File: src/rtl/sonar_scheduler_pkg.sv
// Shared types and constants for the sonar scheduler.
//   sonar_state_e      : sequencer FSM states
//   SONAR_TIMEOUT_CODE : result value latched when no complete echo arrives in time
//   SONAR_WIDTH_MAX    : saturation ceiling for a real width, one below the timeout code
//   sat_inc()          : saturating width increment
package sonar_scheduler_pkg;

    typedef enum logic [2:0] {
        StIdle,
        StTrig,
        StWaitRise,
        StMeasure,
        StHoldoff
    } sonar_state_e;

    localparam logic [31:0] SONAR_TIMEOUT_CODE = 32'hFFFF_FFFF;
    localparam logic [31:0] SONAR_WIDTH_MAX    = 32'hFFFF_FFFE;

    // Never reaches the timeout code, so software can always tell the two apart.
    function automatic logic [31:0] sat_inc(input logic [31:0] v);
        return (v >= SONAR_WIDTH_MAX) ? SONAR_WIDTH_MAX : v + 32'd1;
    endfunction

endpackage

File: src/rtl/sonar_scheduler_if.sv
// Bundle of the sonar scheduler's control, pin and result signals.
//   enable       : keep cycling through the sonars
//   echo         : raw echo pins (asynchronous)
//   trig         : trigger pins, at most one high
//   result       : 32-bit slice per sonar, last measured width or timeout code
//   result_valid : one-cycle pulse when a slice updates
//   result_idx   : index of the slice that just updated
//   busy         : sequencer not idle
// slave = the scheduler, master = whoever drives enable/echo and reads results.
interface sonar_scheduler_if #(
    parameter int unsigned NUM_SONAR = 2
);
    logic                    enable;
    logic [NUM_SONAR-1:0]    echo;
    logic [NUM_SONAR-1:0]    trig;
    logic [32*NUM_SONAR-1:0] result;
    logic                    result_valid;
    logic [7:0]              result_idx;
    logic                    busy;

    modport master (
        output enable, echo,
        input  trig, result, result_valid, result_idx, busy
    );

    modport slave (
        input  enable, echo,
        output trig, result, result_valid, result_idx, busy
    );
endinterface

File: src/rtl/sonar_scheduler_echo_sync.sv
// Echo synchronizer: two-flop synchronizer followed by a rise/fall detector.
//   clk, reset : system clock, synchronous active-high reset
//   echo_i     : raw asynchronous echo pin
//   echo_s_o   : synchronized echo level
//   rise_o     : one-cycle pulse on a synchronized 0->1 edge
//   fall_o     : one-cycle pulse on a synchronized 1->0 edge
// Both edges see the same two-cycle latency, so measured widths are unaffected.
module sonar_scheduler_echo_sync (
    input  logic clk,
    input  logic reset,
    input  logic echo_i,
    output logic echo_s_o,
    output logic rise_o,
    output logic fall_o
);

    logic meta_q;
    logic sync_q;
    logic prev_q;

    always_ff @(posedge clk) begin
        if (reset) begin
            meta_q <= 1'b0;
            sync_q <= 1'b0;
            prev_q <= 1'b0;
        end else begin
            meta_q <= echo_i;
            sync_q <= meta_q;
            prev_q <= sync_q;
        end
    end

    assign echo_s_o = sync_q;
    assign rise_o   = sync_q & ~prev_q;
    assign fall_o   = ~sync_q & prev_q;

endmodule

File: src/rtl/sonar_scheduler.sv
// Round-robin ultrasonic rangefinder sequencer. Fires one sonar at a time, times its echo
// pulse in clk cycles and latches a 32-bit width per sonar for the HPS PIO inputs.
//   clk, reset : system clock, synchronous active-high reset
//   bus        : sonar_scheduler_if slave (enable, echo in; trig, result, result_valid,
//                result_idx, busy out)
module sonar_scheduler
    import sonar_scheduler_pkg::*;
#(
    parameter int unsigned NUM_SONAR      = 2,
    parameter int unsigned TRIG_CYCLES    = 500,
    parameter int unsigned TIMEOUT_CYCLES = 1_500_000,
    parameter int unsigned HOLDOFF_CYCLES = 500_000
) (
    input  logic clk,
    input  logic reset,
    sonar_scheduler_if.slave bus
);

    localparam int unsigned CurW = (NUM_SONAR > 1) ? $clog2(NUM_SONAR) : 1;
    localparam logic [CurW-1:0] LastIdx     = CurW'(NUM_SONAR - 1);
    localparam logic [31:0]     TrigLast    = 32'(TRIG_CYCLES - 1);
    localparam logic [31:0]     TimeoutLast = 32'(TIMEOUT_CYCLES - 1);
    localparam logic [31:0]     HoldLast    = 32'(HOLDOFF_CYCLES - 1);

    logic [NUM_SONAR-1:0] echo_s;
    logic [NUM_SONAR-1:0] echo_rise;
    logic [NUM_SONAR-1:0] echo_fall;

    for (genvar i = 0; i < NUM_SONAR; i++) begin : g_sync
        sonar_scheduler_echo_sync u_sync (
            .clk      (clk),
            .reset    (reset),
            .echo_i   (bus.echo[i]),
            .echo_s_o (echo_s[i]),
            .rise_o   (echo_rise[i]),
            .fall_o   (echo_fall[i])
        );
    end

    sonar_state_e         state_q, state_d;
    logic [CurW-1:0]      cur_q, cur_d;
    logic [31:0]          cnt_q, cnt_d;
    logic [31:0]          width_q, width_d;
    logic [31:0]          result_q [NUM_SONAR];
    logic [31:0]          result_d [NUM_SONAR];
    logic                 valid_q, valid_d;
    logic [7:0]           idx_q, idx_d;
    logic [NUM_SONAR-1:0] trig_q, trig_d;

    logic        sel_s;
    logic        sel_rise;
    logic        sel_fall;
    logic        finish;
    logic [31:0] finish_val;

    // Only the selected sonar's echo is ever looked at.
    assign sel_s    = echo_s[cur_q];
    assign sel_rise = echo_rise[cur_q];
    assign sel_fall = echo_fall[cur_q];

    always_comb begin
        state_d    = state_q;
        cur_d      = cur_q;
        cnt_d      = cnt_q;
        width_d    = width_q;
        result_d   = result_q;
        valid_d    = 1'b0;
        idx_d      = idx_q;
        trig_d     = '0;
        finish     = 1'b0;
        finish_val = SONAR_TIMEOUT_CODE;

        unique case (state_q)
            StIdle: begin
                if (bus.enable) begin
                    state_d = StTrig;
                    cnt_d   = '0;
                end
            end
            StTrig: begin
                if (cnt_q == TrigLast) begin
                    state_d = StWaitRise;
                    cnt_d   = '0;
                end else begin
                    cnt_d = cnt_q + 32'd1;
                end
            end
            StWaitRise: begin
                cnt_d = cnt_q + 32'd1;
                // A level already high on entry produces no rise pulse, so it times out.
                if (cnt_q >= TimeoutLast) begin
                    finish = 1'b1;
                end else if (sel_rise) begin
                    state_d = StMeasure;
                    width_d = 32'd1;
                end
            end
            StMeasure: begin
                cnt_d = cnt_q + 32'd1;
                // Fall is checked first so a fall coinciding with timeout keeps the real width.
                if (sel_fall) begin
                    finish     = 1'b1;
                    finish_val = width_q;
                end else if (cnt_q >= TimeoutLast) begin
                    finish = 1'b1;
                end else if (sel_s) begin
                    width_d = sat_inc(width_q);
                end
            end
            StHoldoff: begin
                if (cnt_q == HoldLast) begin
                    cur_d   = (cur_q == LastIdx) ? '0 : cur_q + 1'b1;
                    state_d = bus.enable ? StTrig : StIdle;
                    cnt_d   = '0;
                end else begin
                    cnt_d = cnt_q + 32'd1;
                end
            end
            default: begin
                state_d = StIdle;
                cnt_d   = '0;
            end
        endcase

        if (finish) begin
            result_d[cur_q] = finish_val;
            valid_d         = 1'b1;
            idx_d           = 8'(cur_q);
            state_d         = StHoldoff;
            cnt_d           = '0;
        end

        // Registered trigger: high exactly while the next state is StTrig.
        if (state_d == StTrig) begin
            trig_d[cur_d] = 1'b1;
        end
    end

    always_ff @(posedge clk) begin
        if (reset) begin
            state_q <= StIdle;
            cur_q   <= '0;
            cnt_q   <= '0;
            width_q <= '0;
            valid_q <= 1'b0;
            idx_q   <= '0;
            trig_q  <= '0;
            for (int i = 0; i < NUM_SONAR; i++) begin
                result_q[i] <= '0;
            end
        end else begin
            state_q  <= state_d;
            cur_q    <= cur_d;
            cnt_q    <= cnt_d;
            width_q  <= width_d;
            valid_q  <= valid_d;
            idx_q    <= idx_d;
            trig_q   <= trig_d;
            result_q <= result_d;
        end
    end

    for (genvar i = 0; i < NUM_SONAR; i++) begin : g_result
        assign bus.result[32*i +: 32] = result_q[i];
    end

    assign bus.trig         = trig_q;
    assign bus.result_valid = valid_q;
    assign bus.result_idx   = idx_q;
    assign bus.busy         = (state_q != StIdle);

endmodule

File: src/flat_wrapper.sv
// flat-port wrapper written by rule: the top's interface ports become plain ports
module sonar_scheduler_flat import sonar_scheduler_pkg::*;
#(
    parameter int unsigned NUM_SONAR      = 2,
    parameter int unsigned TRIG_CYCLES    = 500,
    parameter int unsigned TIMEOUT_CYCLES = 1_500_000,
    parameter int unsigned HOLDOFF_CYCLES = 500_000
)
  (clk, reset, bus_enable, bus_echo, bus_trig, bus_result, bus_result_valid, bus_result_idx, bus_busy);
  sonar_scheduler_if #(.NUM_SONAR(NUM_SONAR)) bus_i ();
  input  logic clk;
  input  logic reset;
  input wire logic [$bits(bus_i.enable)-1:0] bus_enable;
  input wire logic [$bits(bus_i.echo)-1:0] bus_echo;
  output wire logic [$bits(bus_i.trig)-1:0] bus_trig;
  output wire logic [$bits(bus_i.result)-1:0] bus_result;
  output wire logic [$bits(bus_i.result_valid)-1:0] bus_result_valid;
  output wire logic [$bits(bus_i.result_idx)-1:0] bus_result_idx;
  output wire logic [$bits(bus_i.busy)-1:0] bus_busy;
  assign bus_i.enable = bus_enable;
  assign bus_i.echo = bus_echo;
  assign bus_trig = bus_i.trig;
  assign bus_result = bus_i.result;
  assign bus_result_valid = bus_i.result_valid;
  assign bus_result_idx = bus_i.result_idx;
  assign bus_busy = bus_i.busy;
  sonar_scheduler #(.NUM_SONAR(NUM_SONAR), .TRIG_CYCLES(TRIG_CYCLES), .TIMEOUT_CYCLES(TIMEOUT_CYCLES), .HOLDOFF_CYCLES(HOLDOFF_CYCLES)) u_core (.clk(clk), .reset(reset), .bus(bus_i));
endmodule
File: config.mk
export PLATFORM = sky130hd
export DESIGN_NAME = sonar_scheduler_flat
export DESIGN_NICKNAME = d
export VERILOG_FILES = /design/src/rtl/sonar_scheduler_pkg.sv /design/src/rtl/sonar_scheduler_if.sv /design/src/rtl/sonar_scheduler_echo_sync.sv /design/src/rtl/sonar_scheduler.sv /design/src/flat_wrapper.sv
export SDC_FILE = /design/constraint.sdc
export NUM_CORES = 1
export LEC_CHECK = 0
export CORE_MARGIN = 3
export CORE_UTILIZATION = 43
export CTS_CLUSTER_DIAMETER = 150
export CTS_CLUSTER_SIZE = 14
export DETAILED_ROUTE_END_ITERATION = 8
export PLACE_DENSITY_LB_ADDON = 0.15
export SYNTH_ARGS = -nofsm -noshare
export SYNTH_HDL_FRONTEND = slang
export SYNTH_SLANG_ARGS = --single-unit
File: constraint.sdc
create_clock -name clk -period 3.4 [get_ports clk]
set_input_delay 0.68 -clock clk [delete_from_list [all_inputs] [get_ports clk]]
set_output_delay 0.68 -clock clk [all_outputs]
set_load 0.005 [all_outputs]
==> results of run 1 <==
-- synth_stat cells (2+ instances only) --
library cell	instances	area [µm²]
a22oi_1	2	15.01
inv_1	9	33.78
nand3_1	25	125.1
a311oi_1	4	35.03
a21o_1	3	22.52
o211ai_1	4	30.03
ha_1	3	37.54
or3_1	4	25.02
o21bai_1	4	30.03
a21oi_2	4	35.03
and3_1	20	125.1
xor2_1	14	122.6
a211oi_1	21	157.7
nand4_1	18	112.6
o22ai_1	6	37.54
o211a_1	3	30.03
nor4bb_1	2	20.02
nor4_1	10	62.56
a211oi_2	2	25.02
buf_6	6	67.56
clkbuf_1	41	153.9
a21oi_1	29	145.1
and2_1	8	50.05
buf_2	5	25.02
nor2_1	55	206.5
nor2b_1	10	62.56
and4_1	8	70.07
dfxtp_1	142	2843
o221a_2	61	686.9
o31ai_1	4	30.03
o221a_1	3	33.78
a41oi_1	4	35.03
buf_4	10	75.07
xnor2_1	9	78.83
a31oi_1	10	62.56
nand2_1	45	168.9
o21ai_0	22	110.1
or2_2	3	18.77
or4_1	2	15.01
nand2b_1	2	12.51
nor3_1	15	75.07
nor4b_1	5	43.79
-- critical path: stages, from the launching register on --
cell and delay [ps]:
dfxtp_1 350, ha_1 270, and3_1 270, a2111o_1 480
a211oi_4 430, nand3_2 260, o21ai_2 720, nor3_1 140
-- worst min path at each step --
stage	start	endpoint
6_report	u_core.g_sync[0].u_sync.meta_q$_SDFF_PP0_	u_core.g_sync[0].u_sync.echo_s_o$_SDFF_PP0_
5_1_grt	u_core.g_sync[0].u_sync.meta_q$_SDFF_PP0_	u_core.g_sync[0].u_sync.echo_s_o$_SDFF_PP0_
4_1_cts	u_core.g_sync[0].u_sync.meta_q$_SDFF_PP0_	u_core.g_sync[0].u_sync.echo_s_o$_SDFF_PP0_
3_3_place_gp	u_core.g_sync[0].u_sync.meta_q$_SDFF_PP0_	u_core.g_sync[0].u_sync.echo_s_o$_SDFF_PP0_
2_1_floorplan	u_core.g_sync[0].u_sync.meta_q$_SDFF_PP0_	u_core.g_sync[0].u_sync.echo_s_o$_SDFF_PP0_
3_5_place_dp	u_core.g_sync[0].u_sync.meta_q$_SDFF_PP0_	u_core.g_sync[0].u_sync.echo_s_o$_SDFF_PP0_
-- power by group through the flow --
stage	clock, W	combinational [W]	sequential (W)
3_5_place_dp	0	0.000133	0.00174
2_1_floorplan	0	0.0000991	0.00173
3_3_place_gp	0	0.000131	0.00173
6_report	0.00181	0.000134	0.00170
5_1_grt	0.00191	0.000151	0.00170
4_1_cts	0.00184	0.000134	0.00170
-- stage by stage --
| step | setup slack, ps | cells |
|---|---|---|
| after floorplan | 838.7 | 681 |
| after global placement | 537.9 | 887 |
| after detailed placement | 422.7 | 887 |
| after CTS | 382.4 | 919 |
| after global routing | 182.7 | 919 |
| final | 330.6 | 919 |
-- cell type report --
class                      count  area (µm²)
fill                        1286        6485
multi-input combinational    466        3134
sequential                   142        2843
timing repair buffer          89       850.8
clock buffer                  19       432.9
tap                          180       225.2
clock inverter                13       141.4
inverter                      10       37.54
-- flip-flops by register name, indices dropped and copies added (netlist names) --
name and count:
u_core.g_sync.u_sync.prev_q 2, u_core.bus.trig 2, u_core.bus.result_idx 1, u_core.state_q 3
u_core.g_sync.u_sync.echo_s_o 2, u_core.bus.result_valid 1, u_core.cnt_q 32, u_core.bus.result 64
u_core.g_sync.u_sync.meta_q 2, u_core.cur_q 1, u_core.width_q 32
-- layer usage --
metal | global-route usage (%) | vias to the layer above | share of wire [%]
met2 | 32.92 | 183 | 48
met1 | 26.87 | 2657 | 44
met3 | 5.811 | 19 | 6.6
met5 | 0 | - | 0
li1 | - | 2663 | -
met4 | 6.625 | 0 | 1.4
-- kinds of logic after synthesis --
logic type / Yosys count
flops: 142
buf+inv: 73
fa+ha+maj: 3
simple gates: 236
compound gates: 196
mux: 1
xor+xnor: 23
other cells: 1
==> results.sh, run 1 <==
export IMPL_htreeDepth=4
export IMPL_synth_warnings=0
export IMPL_setup_viol=0
export IMPL_synth_xor_area_share_pct=3.182
export IMPL_antenna_cells=0
export IMPL_synthDistinctLibCells=60
export IMPL_final_cell_mix="142 x dfxtp_1, 73 x clkdlybuf4s50_1, 61 x o221a_2, 54 x nor2_1, 45 x nand2_1"
export IMPL_cp_data_arrival_time_ps=3350
export IMPL_cts_hold_buf=0
export IMPL_yosysSeqAreaShare_pct=44.90
export IMPL_grt_pass1_wl_um=27080
export IMPL_synth_top_family_by_area="compound AO/OA/AOI/OAI gates"
export IMPL_critPathLaunchType="flip-flop"
export IMPL_die_height_um=127.3
export IMPL_max_clock_path_buffers=2
export IMPL_clk_pin_slew_worst_paths_ps=60
export IMPL_whs_ps=452.9
export IMPL_drt_total_wl_um=16530
export IMPL_ir_drop_v=0.0005265
export IMPL_p_switching_w=0.0008360
export IMPL_r2r_slack_ps=330
export IMPL_reg2reg_depth=7
export IMPL_post_route_period_util_pct=90.28
export IMPL_ys_flop_type="dfxtp_1"
export IMPL_core_area_um2=14150
export IMPL_finalHoldViolations=0
export IMPL_rsz0062_at_grt="no"
export IMPL_p_int_w=0.002811
export IMPL_ant_nets=0
export IMPL_cts_root_buf="clkbuf_16"
export IMPL_drc=0
export IMPL_via_per_inst=6.009
export IMPL_whs_path_depth=1
export IMPL_fin_worst_skew_ps=9.652
export IMPL_pwr_density_cell_nw_per_um2=475.8
export IMPL_startpoint="u_core.cnt_q[0]$_SDFFE_PP0P_"
export IMPL_vias=5522
export IMPL_endpoint_kind="flip-flop"
export IMPL_dpl_cell_area_um2=7091
export IMPL_synth_compound_area_share_pct=25.71
export IMPL_r2r_end="u_core.width_q[23]$_SDFFE_PP0P_"
export IMPL_gr_usage_all_layers_pct=20.56
export IMPL_p_seq_share_pct=46.6
export IMPL_clockPowerShare_pct=49.7
export IMPL_tightest_slew_ps=832.2
export IMPL_die_x_um=127.3
export IMPL_worstPathRequired_ps=3680
export IMPL_drive_gt1_share_pct=16.64
export IMPL_status="finished, final reports clean"
export IMPL_fin_nets=734
export IMPL_ios=81
export IMPL_fmax_mhz=325.8
export IMPL_hold_class="reg -> reg"
export IMPL_rows=43
export IMPL_final_util_pct=54.17
export IMPL_cts_sinks=142
export IMPL_dp_hpwl_um=11040
export IMPL_drv_slew=0
export IMPL_synth_mux_area_share_pct=0.1581
export IMPL_path_max_fanout=18
export IMPL_total_power_w=0.003647
export IMPL_cts_resized=0
export IMPL_cts_made_buffers=17
export IMPL_initialDrtViolationCount=381
export IMPL_synth_edf_count=0
export IMPL_initial_core_util_pct=44.74
export IMPL_switching_share_pct=22.92
export IMPL_post_cts_buffers=0
export IMPL_synthArstFlopShare_pct=0
export IMPL_slew_headroom_pct=44.52
export IMPL_ys_seq_elements=142
export IMPL_antenna_found_initial=0
export IMPL_avgRoutedWirePerCell_um=17.98
export IMPL_p_comb_share_pct=3.7
export IMPL_tns_ps=0
export IMPL_synthAdderAreaFrac_pct=0.5929
export IMPL_leakagePower_nw=2.653
export IMPL_synth_simple_gate_area_share_pct=19.41
export IMPL_grt_ovfl_total=0
export IMPL_design_area_um2=7665
export IMPL_path_class="reg -> reg"
export IMPL_areaGrowthSynthToFinish_pct=21.07
export IMPL_clock_latency_ps=430
export IMPL_portBuffers=73
export IMPL_synthCells=675
export IMPL_final_common_cell="dfxtp_1"
export IMPL_firstDrtPassIters=5
export IMPL_cts_tree="built"
export IMPL_period_needed_ps=3069
export IMPL_endpoint="u_core.width_q[23]$_SDFFE_PP0P_"
export IMPL_syn_cell_area_um2=6331
export IMPL_reg2reg_from="u_core.cnt_q[0]$_SDFFE_PP0P_"
export IMPL_avgSynthCellArea_um2=9.379
export IMPL_grt_pass1_vias=5262
export IMPL_grt_max_degree=41
export IMPL_gp_congestion=0.9252
export IMPL_maxCapViolations=0
export IMPL_die_area_um2=16220
Power figures use the tool's default switching activity.
==> inputs of run 2 (changes only) <==
CTS_BUF_LIST = sky130_fd_sc_hd__clkbuf_16   (was unset)
==> results.sh, run 2 (synthesized netlist as in run 1, its figures left out) <==
export IMPL_setup_viol=0
export IMPL_slew_headroom_pct=46.26
export IMPL_slowest_stage="o21ai_2"
export IMPL_max_clock_path_buffers=2
export IMPL_drt_total_wl_um=16530
export IMPL_grt_ovfl_total=0
export IMPL_ant_nets=0
export IMPL_critPathLaunchType="flip-flop"
export IMPL_design_area_um2=7665
export IMPL_crit_cells=7
export IMPL_ir_drop_v=0.0005240
export IMPL_final_seq_area_um2=2843
export IMPL_grt_pass1_wl_um=27080
export IMPL_cts_resized=0
export IMPL_r2r_slack_ps=360
export IMPL_final_common_cell="dfxtp_1"
export IMPL_grt_pass1_vias=5262
export IMPL_cts_made_buffers=17
export IMPL_via_per_inst=5.984
export IMPL_maxCapViolations=0
export IMPL_firstDrtPassIters=5
export IMPL_dp_slack_ps=422.7
export IMPL_finalHoldViolations=0
export IMPL_multi_input_area_um2=3134
export IMPL_path_max_fanout=18
export IMPL_cts_hold_buf=0
export IMPL_path_cells="ha_1 -> and3_1 -> a2111o_1 -> a211oi_4 -> nand3_2 -> o21ai_2 -> nor3_1"
export IMPL_dpl_cell_area_um2=7091
export IMPL_cts_sinks=142
export IMPL_whs_path_depth=1
export IMPL_die_area_um2=16220
export IMPL_core_area_um2=14150
export IMPL_drv_slew=0
export IMPL_leakagePower_nw=2.661
export IMPL_die_x_um=127.3
export IMPL_vias=5499
export IMPL_rows=43
export IMPL_critPathMaxStageDelay_ps=700
export IMPL_initialDrtViolationCount=395
export IMPL_drc=0
export IMPL_drive_gt1_share_pct=16.64
export IMPL_cts_tree="built"
export IMPL_worst_slack_ps=357.7
export IMPL_critPathTopFamily="compound AO/OA/AOI/OAI gates"
export IMPL_path_class="reg -> reg"
export IMPL_gp_congestion=0.9252
export IMPL_total_power_w=0.003639
export IMPL_areaGrowthSynthToFinish_pct=21.07
export IMPL_die_height_um=127.3
export IMPL_period_needed_ps=3042
export IMPL_endpoint_kind="flip-flop"
export IMPL_reg2reg_depth=7
export IMPL_initial_core_util_pct=44.74
export IMPL_rsz0062_at_grt="no"
export IMPL_clock_latency_ps=420
export IMPL_antenna_found_initial=0
export IMPL_instances_no_fill=919
export IMPL_post_cts_buffers=0
export IMPL_largest_register_ffs=64
export IMPL_htreeDepth=4
export IMPL_gr_usage_all_layers_pct=20.57
export IMPL_portBuffers=73
export IMPL_avgRoutedWirePerCell_um=17.98
export IMPL_dp_hpwl_um=11040
export IMPL_status="finished, final reports clean"
export IMPL_worstPathRequired_ps=3680
export IMPL_crit_buf_inv=0
export IMPL_post_route_period_util_pct=89.48
export IMPL_dp_cells=887
export IMPL_fin_worst_skew_ps=9.755
export IMPL_tns_ps=0
export IMPL_fillers=1286
export IMPL_fmax_mhz=328.7
export IMPL_final_cell_mix="142 x dfxtp_1, 73 x clkdlybuf4s50_1, 61 x o221a_2, 54 x nor2_1, 45 x nand2_1"
export IMPL_grt_max_degree=41
export IMPL_hold_class="reg -> reg"
export IMPL_fin_nets=734
export IMPL_tightest_slew_ps=806.1
export IMPL_clk_pin_slew_worst_paths_ps=60
export IMPL_pwr_density_cell_nw_per_um2=474.7
export IMPL_cts_root_buf="clkbuf_16"
export IMPL_cp_data_arrival_time_ps=3320
export IMPL_ios=81
export IMPL_antenna_cells=0
run 2: cell types whose count changed in the layout (fill, tap and decap cells not counted):
cell	before	now
clkbuf_1	2	0
inv_1	9	11
run 2: final timing paths:
| check | start | endpoint |
|---|---|---|
| worst max-delay path | u_core.cnt_q[0]$_SDFFE_PP0P_ | u_core.width_q[23]$_SDFFE_PP0P_ |
| worst max register to register | u_core.cnt_q[0]$_SDFFE_PP0P_ | u_core.width_q[23]$_SDFFE_PP0P_ |
| worst min-delay path | u_core.g_sync[0].u_sync.meta_q$_SDFF_PP0_ | u_core.g_sync[0].u_sync.echo_s_o$_SDFF_PP0_ |
| worst min register to register | u_core.g_sync[0].u_sync.meta_q$_SDFF_PP0_ | u_core.g_sync[0].u_sync.echo_s_o$_SDFF_PP0_ |
run 2: layer usage:
layer,vias up,track usage [%],routed length (µm)
li1,2664,-,-
met1,2657,26.90,7402
met2,163,32.92,7944
met3,15,5.811,972
met4,0,6.625,208
met5,-,0,0
run 2: stage by stage:
stage,util (%),hold WS (ps)
6_report,54.17,452.9
3_5_place_dp,50.11,443.9
2_1_floorplan,-,413.8
4_1_cts,54.17,457.1
3_3_place_gp,50.11,420.5
5_1_grt,54.17,462.4
run 2: cell type report:
| type | instances | share of cell area [%] |
|---|---|---|
| clock buffer | 17 | 5.550 |
| clock inverter | 15 | 1.943 |
| inverter | 10 | 0.4897 |
| multi-input combinational | 466 | 40.89 |
| sequential | 142 | 37.09 |
| tap | 180 | 2.938 |
| timing repair buffer | 89 | 11.10 |
run 2: power breakdown:
group	internal (W)	leakage, nW	switching, W
Combinational	0.0000501	1.25	0.0000837
Sequential	0.00168	1.15	0.0000201
Clock	0.00107	0.270	0.000730
==> inputs of run 3 (changes only) <==
CAP_MARGIN = 20   (was unset)
==> results of run 3 <==
Same layout as run 2: the final DEF is identical, and so are final timing and power.
